**config.mk**
```make
export PLATFORM = sky130hd
export DESIGN_NAME = led_bar_meter
export DESIGN_NICKNAME = d
export VERILOG_FILES = /design/src/rtl/led_bar_meter.sv
export SDC_FILE = /design/constraint.sdc
export NUM_CORES = 1
export LEC_CHECK = 0
export ABC_CLOCK_PERIOD_IN_PS = 4900
export CORE_MARGIN = 5
export CORE_UTILIZATION = 35
export CTS_BUF_LIST = sky130_fd_sc_hd__clkbuf_4 sky130_fd_sc_hd__clkbuf_8
export DETAILED_ROUTE_END_ITERATION = 8
export GPL_TIMING_DRIVEN = 0
export PLACE_DENSITY_LB_ADDON = 0.08
export SYNTH_ARGS = -nofsm -noshare
export SYNTH_HDL_FRONTEND = slang
export SYNTH_SLANG_ARGS = --single-unit
```
**constraint.sdc**
```tcl
create_clock -name clk -period 4.9 [get_ports clk]
set_input_delay 0.49 -clock clk [delete_from_list [all_inputs] [get_ports clk]]
set_output_delay 0.49 -clock clk [all_outputs]
set_load 0.05 [all_outputs]
```
**src/rtl/led_bar_meter.sv**
```systemverilog
// -----------------------------------------------------------------------------
// led_bar_meter
//
// N-LED bar-graph meter. A level source strobes a level in. The meter saturates
// the level to NUM_LEDS. The displayed level (disp) attacks instantly and
// decays one step every DECAY_CYCLES cycles. The LEDs are driven as a
// thermometer bar or as a single dot. The LED pattern is registered, so it
// follows disp/peak one edge later.
//
// Optional feature macro: LED_BAR_PEAK_EN
//   defined   : peak-hold FSM (TRACK/HOLD/FALL). The peak marker is ORed into
//               leds.
//   undefined : no peak logic is built. peak mirrors disp and no marker is drawn.
//
// Ports
//   clk          rising-edge system clock
//   rst          synchronous, active-high reset
//   level        requested level, 0..NUM_LEDS (larger values clamp to all-on)
//   level_valid  level is sampled on any clk edge where this is high
//   mode         0 = bar (thermometer), 1 = dot (single LED)
//   leds         registered LED drive, bit 0 = first LED
//   peak         current peak-hold level (registered)
//
// Handshake: level_valid is a one-way strobe with no back-pressure. The meter
// accepts a sample on every edge where level_valid is high, and there is no
// ready signal.
// -----------------------------------------------------------------------------
module led_bar_meter #(
  parameter int NUM_LEDS     = 16,
  parameter int LEVEL_W      = $clog2(NUM_LEDS + 1),
  parameter int DECAY_CYCLES = 5_000_000,
  parameter int HOLD_CYCLES  = 50_000_000
) (
  input  logic                clk,
  input  logic                rst,
  input  logic [LEVEL_W-1:0]  level,
  input  logic                level_valid,
  input  logic                mode,
  output logic [NUM_LEDS-1:0] leds,
  output logic [LEVEL_W-1:0]  peak
);

  localparam int               DW         = (DECAY_CYCLES > 1) ? $clog2(DECAY_CYCLES) : 1;
  localparam logic [DW-1:0]    DECAY_LAST = DW'(DECAY_CYCLES - 1);
  localparam logic [LEVEL_W-1:0] MAX_LVL  = LEVEL_W'(NUM_LEDS);

  logic [LEVEL_W-1:0]  lvl_c;
  logic [LEVEL_W-1:0]  disp, disp_next;
  logic [LEVEL_W-1:0]  tgt, tgt_next;
  logic [DW-1:0]       decay_cnt, decay_cnt_next;
  logic [LEVEL_W-1:0]  peak_q;
  logic [LEVEL_W-1:0]  disp_m1;
  logic [NUM_LEDS-1:0] leds_next;

  assign lvl_c = (level > MAX_LVL) ? MAX_LVL : level;

  // Level tracking. A sample at or above the display attacks at once.
  // Anything below becomes the new decay target. The decay decision uses the
  // target as updated on this same edge.
  always_comb begin
    tgt_next       = tgt;
    disp_next      = disp;
    decay_cnt_next = '0;
    if (level_valid) tgt_next = lvl_c;
    if (level_valid && (lvl_c >= disp)) begin
      disp_next = lvl_c;
    end else if (disp > tgt_next) begin
      if (decay_cnt == DECAY_LAST) disp_next = disp - LEVEL_W'(1);
      else                         decay_cnt_next = decay_cnt + DW'(1);
    end
  end

  always_ff @(posedge clk) begin
    if (rst) begin
      disp      <= '0;
      tgt       <= '0;
      decay_cnt <= '0;
    end else begin
      disp      <= disp_next;
      tgt       <= tgt_next;
      decay_cnt <= decay_cnt_next;
    end
  end

`ifdef LED_BAR_PEAK_EN
  localparam int            HW        = (HOLD_CYCLES > 1) ? $clog2(HOLD_CYCLES) : 1;
  localparam logic [HW-1:0] HOLD_LAST = HW'(HOLD_CYCLES - 1);

  typedef enum logic [1:0] {
    PK_TRACK = 2'd0,
    PK_HOLD  = 2'd1,
    PK_FALL  = 2'd2
  } peak_state_t;

  // peak_state is the observable FSM state for checkers and probes.
  peak_state_t         peak_state, peak_state_next;
  logic [HW-1:0]       hold_cnt, hold_cnt_next;
  logic [DW-1:0]       fall_cnt, fall_cnt_next;
  logic [LEVEL_W-1:0]  peak_next, peak_fall;
  logic [LEVEL_W-1:0]  peak_m1;

  // State register
  always_ff @(posedge clk) begin
    if (rst) begin
      peak_state <= PK_TRACK;
      peak_q     <= '0;
      hold_cnt   <= '0;
      fall_cnt   <= '0;
    end else begin
      peak_state <= peak_state_next;
      peak_q     <= peak_next;
      hold_cnt   <= hold_cnt_next;
      fall_cnt   <= fall_cnt_next;
    end
  end

  // Next-state logic, evaluated against the display value being written now
  always_comb begin
    peak_state_next = peak_state;
    peak_next       = peak_q;
    hold_cnt_next   = hold_cnt;
    fall_cnt_next   = fall_cnt;
    peak_fall       = peak_q;
    unique case (peak_state)
      PK_TRACK: begin
        if (disp_next >= peak_q) begin
          peak_next = disp_next;
        end else begin
          peak_state_next = PK_HOLD;
          hold_cnt_next   = '0;
        end
      end
      PK_HOLD: begin
        if (disp_next >= peak_q) begin
          peak_next       = disp_next;
          peak_state_next = PK_TRACK;
        end else if (hold_cnt == HOLD_LAST) begin
          peak_state_next = PK_FALL;
          fall_cnt_next   = '0;
        end else begin
          hold_cnt_next = hold_cnt + HW'(1);
        end
      end
      PK_FALL: begin
        if (fall_cnt == DECAY_LAST) begin
          fall_cnt_next = '0;
          if (peak_q != '0) peak_fall = peak_q - LEVEL_W'(1);
        end else begin
          fall_cnt_next = fall_cnt + DW'(1);
        end
        if (disp_next >= peak_fall) begin
          peak_next       = disp_next;
          peak_state_next = PK_TRACK;
        end else begin
          peak_next = peak_fall;
        end
      end
      default: begin
        peak_state_next = PK_TRACK;
        peak_next       = disp_next;
      end
    endcase
  end

  assign peak_m1 = peak_q - LEVEL_W'(1);
`else
  assign peak_q = disp;
`endif

  assign disp_m1 = disp - LEVEL_W'(1);

  // Output encode from the registered disp/peak
  always_comb begin
    leds_next = '0;
    for (int i = 0; i < NUM_LEDS; i++) begin
      if (mode) leds_next[i] = (disp != '0) && (LEVEL_W'(i) == disp_m1);
      else      leds_next[i] = (LEVEL_W'(i) < disp);
`ifdef LED_BAR_PEAK_EN
      if ((peak_q != '0) && (LEVEL_W'(i) == peak_m1)) leds_next[i] = 1'b1;
`endif
    end
  end

  always_ff @(posedge clk) begin
    if (rst) leds <= '0;
    else     leds <= leds_next;
  end

  assign peak = peak_q;

endmodule
```
==> results of run 1 <==
==> layer usage <==
metal / vias up / part of all wire / GRT usage / routed length (um)
met4: 0 / 0.010 / 0.0373 / 63
met3: 8 / 0.031 / 0.0280 / 192
met5: - / 0 / 0 / 0
met2: 37 / 0.49 / 0.238 / 3070
met1: 1045 / 0.47 / 0.168 / 2900
li1: 1137 / - / - / -
==> cell usage in the layout, fill, tap and decap left out, drive strengths merged, types with 11 or more instances in the layout <==
cell type / n
inv: 11
clkdlybuf4s50: 27
dfxtp: 49
nor2: 53
xor2: 13
clkbuf: 16
nand2: 14
ha: 16
==> power by group through the flow <==
stage / Combinational (mW) / Sequential (mW) / Clock [mW]
after floorplan: 0.155 / 0.482 / 0
after global placement: 0.275 / 0.439 / 0
after detailed placement: 0.275 / 0.439 / 0
after CTS: 0.276 / 0.429 / 0.315
after global routing: 0.301 / 0.432 / 0.328
final: 0.274 / 0.429 / 0.303
==> cell usage after synthesis, drive strengths merged (5+ instances only) <==
cell and n:
a21oi 9, a2bb2oi 5, and3 10, clkbuf 10
dfxtp 49, ha 16, inv 11, mux2i 7
nand2 14, nand3 10, nand4 7, nor2 53
nor2b 9, nor3 5, o21ai 7, o22a 8
xnor2 10, xor2 13
==> sequential cells by signal (all words and copies together), names as in the netlist <==
register,flops
tgt,5
leds,16
decay_cnt,23
peak,5
==> area by class of cell <==
| class | instances | area, um^2 |
|---|---|---|
| tap | 102 | 128 |
| sequential | 49 | 981 |
| inverter | 11 | 41.3 |
| timing repair buffer | 27 | 270 |
| buffer | 14 | 110 |
| fill | 803 | 4400 |
| clock buffer | 6 | 82.6 |
| multi-input combinational | 229 | 1550 |
| clock inverter | 2 | 37.5 |
==> worst max-delay path, delay by kind of cell <==
family	cells	cell delay, ps
AO/OA/AOI/OAI	2	340
multiplexers	1	170
adder cells (fa/ha/maj)	1	340
AND/OR/NAND/NOR	4	990
buffers and inverters	3	890
==> cell families (layout without fill, tap and decap cells) <==
| family | Yosys count | in the layout |
|---|---|---|
| and+or+nand+nor | 124 | 124 |
| AOI/OAI and AO/OA | 57 | 57 |
| DFF | 49 | 49 |
| buffers and inverters | 25 | 60 |
| xor gates and xnor gates | 23 | 23 |
| adders and majority gates | 16 | 16 |
| muxes | 9 | 9 |
==> worst max-delay path by stage <==
stage | from | end | slack (ps) | cells after the start
4_1_cts | level[4] | decay_cnt[12] | 1860 | 11
3_5_place_dp | level[4] | decay_cnt[12] | 1570 | 11
5_1_grt | level[4] | decay_cnt[17] | 1650 | 11
3_3_place_gp | level[4] | decay_cnt[18] | 1590 | 11
6_report | level[4] | decay_cnt[12] | 1920 | 11
2_1_floorplan | peak[2] | decay_cnt[21] | 2100 | 10
==> stage by stage <==
stage                     hold WS [ps]  power, mW  cells  setup slack, ps  utilization
after detailed placement           452      0.714    432             1570        0.405
after global placement             443      0.714    432             1590        0.405
after CTS                          475       1.02    440             1860        0.421
final                              467       1.01    440             1920        0.421
after floorplan                    429      0.637    303             2100            -
after global routing               529       1.06    440             1650        0.421
==> flow_metrics.env, run 1 <==
export IMPL_fin_skew_ps=3.63
export IMPL_drv_slew=0
export IMPL_grt_setup_unrepaired="no"
export IMPL_switching_share=0.318
export IMPL_cp_start_kind="primary input"
export IMPL_synth_edf_count=0
export IMPL_drv_cap=0
export IMPL_synth_async_reset_ratio=0
export IMPL_ant_nets=0
export IMPL_status="finished clean"
export IMPL_synth_area_um2=2690
export IMPL_pin_count=30
export IMPL_synth_compound_area_share=0.158
export IMPL_cts_buffers=5
export IMPL_initial_core_util=0.353
export IMPL_h_tree_depth=2
export IMPL_die_height_um=97.6
export IMPL_comb_power_share=0.273
export IMPL_drive_gt1_frac=0.0769
export IMPL_fin_area_um2=3200
export IMPL_initialDrtViolationCount=81
export IMPL_grt_total_usage=0.136
export IMPL_place_gp_congestion=0.820
export IMPL_wirelength_um=6230
export IMPL_area_growth_pct=19.3
export IMPL_synth_top_cell_by_area="dfxtp_1"
export IMPL_yosysSeqAreaShare=0.365
export IMPL_synth_cells=303
export IMPL_num_rows=32
export IMPL_clkPwrFrac=0.301
export IMPL_worst_path_largest_cell_delay_ps=560
export IMPL_fin_crit_sh=0.608
export IMPL_clk_latency_ps=300
export IMPL_worstSetupEndpointType="register"
export IMPL_netlist_area_leader_share=0.365
export IMPL_synth_cell_types=56
export IMPL_hold_depth=1
export IMPL_worstMarginPinSlew_ps=849
export IMPL_numPortBuffers=27
export IMPL_slew_headroom=0.430
export IMPL_ctsRootBufferMaster="clkbuf_8"
export IMPL_antenna_found_initial=0
export IMPL_maxClockFrequency_mhz=336
export IMPL_post_dp_cell_area_um2=3080
export IMPL_synth_area_top_cells="dfxtp_1, ha_1, nor2_1"
export IMPL_p_leak_nw=1.16
export IMPL_hp_start="decay_cnt[0]"
export IMPL_syn_nets=328
export IMPL_reg2reg_depth=10
export IMPL_crit_fanout=10
export IMPL_min_period_ps=2980
export IMPL_cts_tree="built"
export IMPL_grt_max_degree=16
export IMPL_vias_per_cell=5.06
export IMPL_synth_warning_count=0
export IMPL_dpl_hpwl_um=4680
export IMPL_post_cts_buffers=0
export IMPL_setup_viol=0
export IMPL_hp_class="reg -> reg"
export IMPL_dr_total_vias=2227
export IMPL_synth_area_mux_share=0.0345
export IMPL_synth_top_family_by_area="simple AND/OR/NAND/NOR gates"
export IMPL_worst_hold_path_endpoint="decay_cnt[0]"
export IMPL_antenna_cells=0
export IMPL_fp_dieW_um=97.6
export IMPL_switching_power_uw=320
export IMPL_synthFlopType="dfxtp_1"
export IMPL_drc_errors=0
export IMPL_synth_fa_ha_area_frac=0.0745
export IMPL_firstDrtPassIters=4
export IMPL_cts_hold_buf=0
export IMPL_synth_xor_xnor_area_share=0.0750
export IMPL_critPathKind="in -> reg"
export IMPL_clock_sinks=49
export IMPL_slowest_stage="clkdlybuf4s50_1"
export IMPL_core_um2=7610
export IMPL_path_cells="clkdlybuf4s50_1 > nor2b_1 > mux2i_1 > ha_1 > nand4_1 > o21bai_1 > o21ai_0 > or4b_1 > buf_2 > buf_8 > nor2_1"
export IMPL_synth_seq_cells=49
export IMPL_power_internal_uw=687
export IMPL_tns_ps=0
export IMPL_path_clk_slew_ps=90
export IMPL_critPathRequiredTime_ps=5140
export IMPL_syn_avg_cell_area_um2=8.87
export IMPL_cts_resized=0
export IMPL_dieArea_um2=9530
export IMPL_cellPowerDensity_nw_per_um2=314
export IMPL_grt_pass1_vias=2199
export IMPL_wl_per_cell_um=14.2
export IMPL_cp_arrival_ps=3220
export IMPL_r2r_slack_ps=2020
export IMPL_hold_violations=0
export IMPL_overflow=0
export IMPL_p_seq_frac=0.426
export IMPL_r2r_end="decay_cnt[12]"
export IMPL_fin_nets=362
export IMPL_rr_startpoint="peak[2]"
export IMPL_peakVddDrop_mv=0.135
export IMPL_grt_pass1_wl_um=10800
export IMPL_cts_max_path_buffers=2
export IMPL_synthSimpleGateAreaFrac=0.237
Power figures use the tool's default switching activity.
==> inputs of run 2 (changes only) <==
Settings changed: ABC_CLOCK_PERIOD_IN_PS 4900 to 2800.
Clock period 4.9 ns to 2.8 ns, I/O delays scaled along.
==> run 2 against run 1 <==
Setup slack lost 1800 ps. Cell area grew 0.51%. Routed wire length shrank 0.14%. Power grew 75%. First-iteration DRC count is the same. Largest cell class unchanged.
==> flow_metrics.env, run 2 (synthesis results as in run 1) <==
export IMPL_met3_usage=0.0280
export IMPL_drv_slew=0
export IMPL_grt_total_usage=0.136
export IMPL_cellPowerDensity_nw_per_um2=548
export IMPL_wirelength_um=6220
export IMPL_switching_power_uw=560
export IMPL_clkPwrFrac=0.301
export IMPL_grt_pass1_vias=2199
export IMPL_core_um2=7610
export IMPL_switching_share=0.317
export IMPL_antenna_found_initial=0
export IMPL_initialDrtViolationCount=81
export IMPL_cp_start_kind="register"
export IMPL_dr_total_vias=2224
export IMPL_reg_largest_list="decay_cnt: 23 flops, leds: 16 flops"
export IMPL_wl_per_cell_um=14.1
export IMPL_hp_class="in -> reg"
export IMPL_fin_nets=362
export IMPL_cts_max_path_buffers=2
export IMPL_power_internal_mw=1.20
export IMPL_peakVddDrop_mv=0.237
export IMPL_vias_per_cell=5.05
export IMPL_final_cell_mix="nor2_1, dfxtp_1, clkdlybuf4s50_1"
export IMPL_post_cts_buffers=0
export IMPL_fin_crit_sh=0.943
export IMPL_hold_violations=0
export IMPL_drive_gt1_frac=0.0947
export IMPL_dieArea_um2=9530
export IMPL_setup_viol=0
export IMPL_fp_dieW_um=97.6
export IMPL_drv_cap=0
export IMPL_report_power_total_mw=1.76
export IMPL_place_gp_congestion=0.820
export IMPL_regMostFlops="decay_cnt"
export IMPL_overflow=0
export IMPL_critPathRequiredTime_ps=3040
export IMPL_area_growth_pct=19.9
export IMPL_pin_count=30
export IMPL_cts_tree="built"
export IMPL_worstMarginPinSlew_ps=850
export IMPL_firstDrtPassIters=4
export IMPL_min_period_ps=2640
export IMPL_maxClockFrequency_mhz=379
export IMPL_status="finished clean"
export IMPL_numPortBuffers=27
export IMPL_initial_core_util=0.353
export IMPL_pre_cts_slack_ps=-316
export IMPL_crit_fanout=10
export IMPL_cts_buffers=5
export IMPL_p_leak_nw=1.18
export IMPL_drc_errors=0
export IMPL_layout_commonest_cell="nor2_1"
export IMPL_path_clk_slew_ps=90
export IMPL_cp_arrival_ps=2880
export IMPL_antenna_cells=0
export IMPL_finalHoldWorstSlack_ps=323
export IMPL_grt_max_degree=16
export IMPL_grtUsageMet2=0.238
export IMPL_grtUsageMet1=0.169
export IMPL_comb_power_share=0.273
export IMPL_ant_nets=0
export IMPL_clock_sinks=49
export IMPL_critPathKind="reg -> reg"
export IMPL_p_seq_frac=0.426
export IMPL_clk_latency_ps=300
export IMPL_grt_setup_unrepaired="no"
export IMPL_busiest_layer="met2"
export IMPL_largest_register_ffs=23
export IMPL_tns_ps=0
export IMPL_worstSetupEndpointType="register"
export IMPL_fin_skew_ps=3.71
export IMPL_slew_headroom=0.429
export IMPL_die_height_um=97.6
export IMPL_setup_slack_ps=161
export IMPL_ctsRootBufferMaster="clkbuf_8"
export IMPL_dpl_hpwl_um=4680
export IMPL_h_tree_depth=2
export IMPL_grt_pass1_wl_um=10800
export IMPL_num_rows=32
[run 2: changes by cell type in the layout (fill, tap and decap cells not counted)]
| cell | delta |
|---|---|
| dfxtp_2 | +1 |
| dlymetal6s2s_1 | +1 |
| clkbuf_1 | -2 |
| clkdlybuf4s50_1 | -1 |
| nor2b_2 | +3 |
| dfxtp_1 | -1 |
| clkbuf_2 | +1 |
| nor2b_1 | -3 |
| clkbuf_4 | +1 |
[run 2: final cells by class]
class                   instances  area [um^2]
fillers                       796         4390
repair buffers                 27          273
well taps                     102          128
plain buffers                  14          115
clock inverters                 2         37.5
flip-flops and latches         49          982
clock buffers                   6         82.6
multi-input cells             229         1560
inverters                      11         41.3
[run 2: power by group through the flow]
stage	logic [mW]	registers (mW)	clock network [mW]
after floorplan	0.271	0.844	0
after global placement	0.481	0.768	0
after detailed placement	0.481	0.768	0
after CTS	0.485	0.751	0.552
after global routing	0.529	0.757	0.574
final	0.482	0.751	0.531
[run 2: what timing repair did]
action / CTS / global route
resized for setup: 4 / 5
setup endpoints to repair: 20 / 23
hold buffers: 0 / 0
[run 2: path summary, 6_finish.rpt]
check / startpoint / to / slack [ps] / cells past startpoint
max: peak[2] / decay_cnt[12] / 160 / 10
min: level_valid / tgt[4] / 320 / 3
max reg2reg: peak[2] / decay_cnt[12] / 160 / 10
min reg2reg: decay_cnt[0] / decay_cnt[0] / 470 / 1
[run 2: critical path: stages (launching register included)]
cell      delay, ps
dfxtp_1         400
clkbuf_4        220
inv_1           120
ha_1            330
a21oi_1         150
o21ai_1         140
a22o_1          290
or4b_1          510
buf_2           180
buf_8           150
nor2_1          100
[run 2: through the flow]
step	instances	utilization	cell area, um^2
3_3_place_gp	432	0.405	3080
6_report	440	0.423	3220
4_1_cts	440	0.422	3210
3_5_place_dp	432	0.405	3080
5_1_grt	440	0.423	3220
2_1_floorplan	303	-	2690
[run 2: layer usage]
| metal | vias to the layer above | wire length (um) | share of wire |
|---|---|---|---|
| li1 | 1140 | - | - |
| met1 | 1042 | 2890 | 0.46 |
| met2 | 34 | 3060 | 0.49 |
| met3 | 8 | 202 | 0.032 |
| met4 | 0 | 63 | 0.010 |
| met5 | - | 0 | 0 |
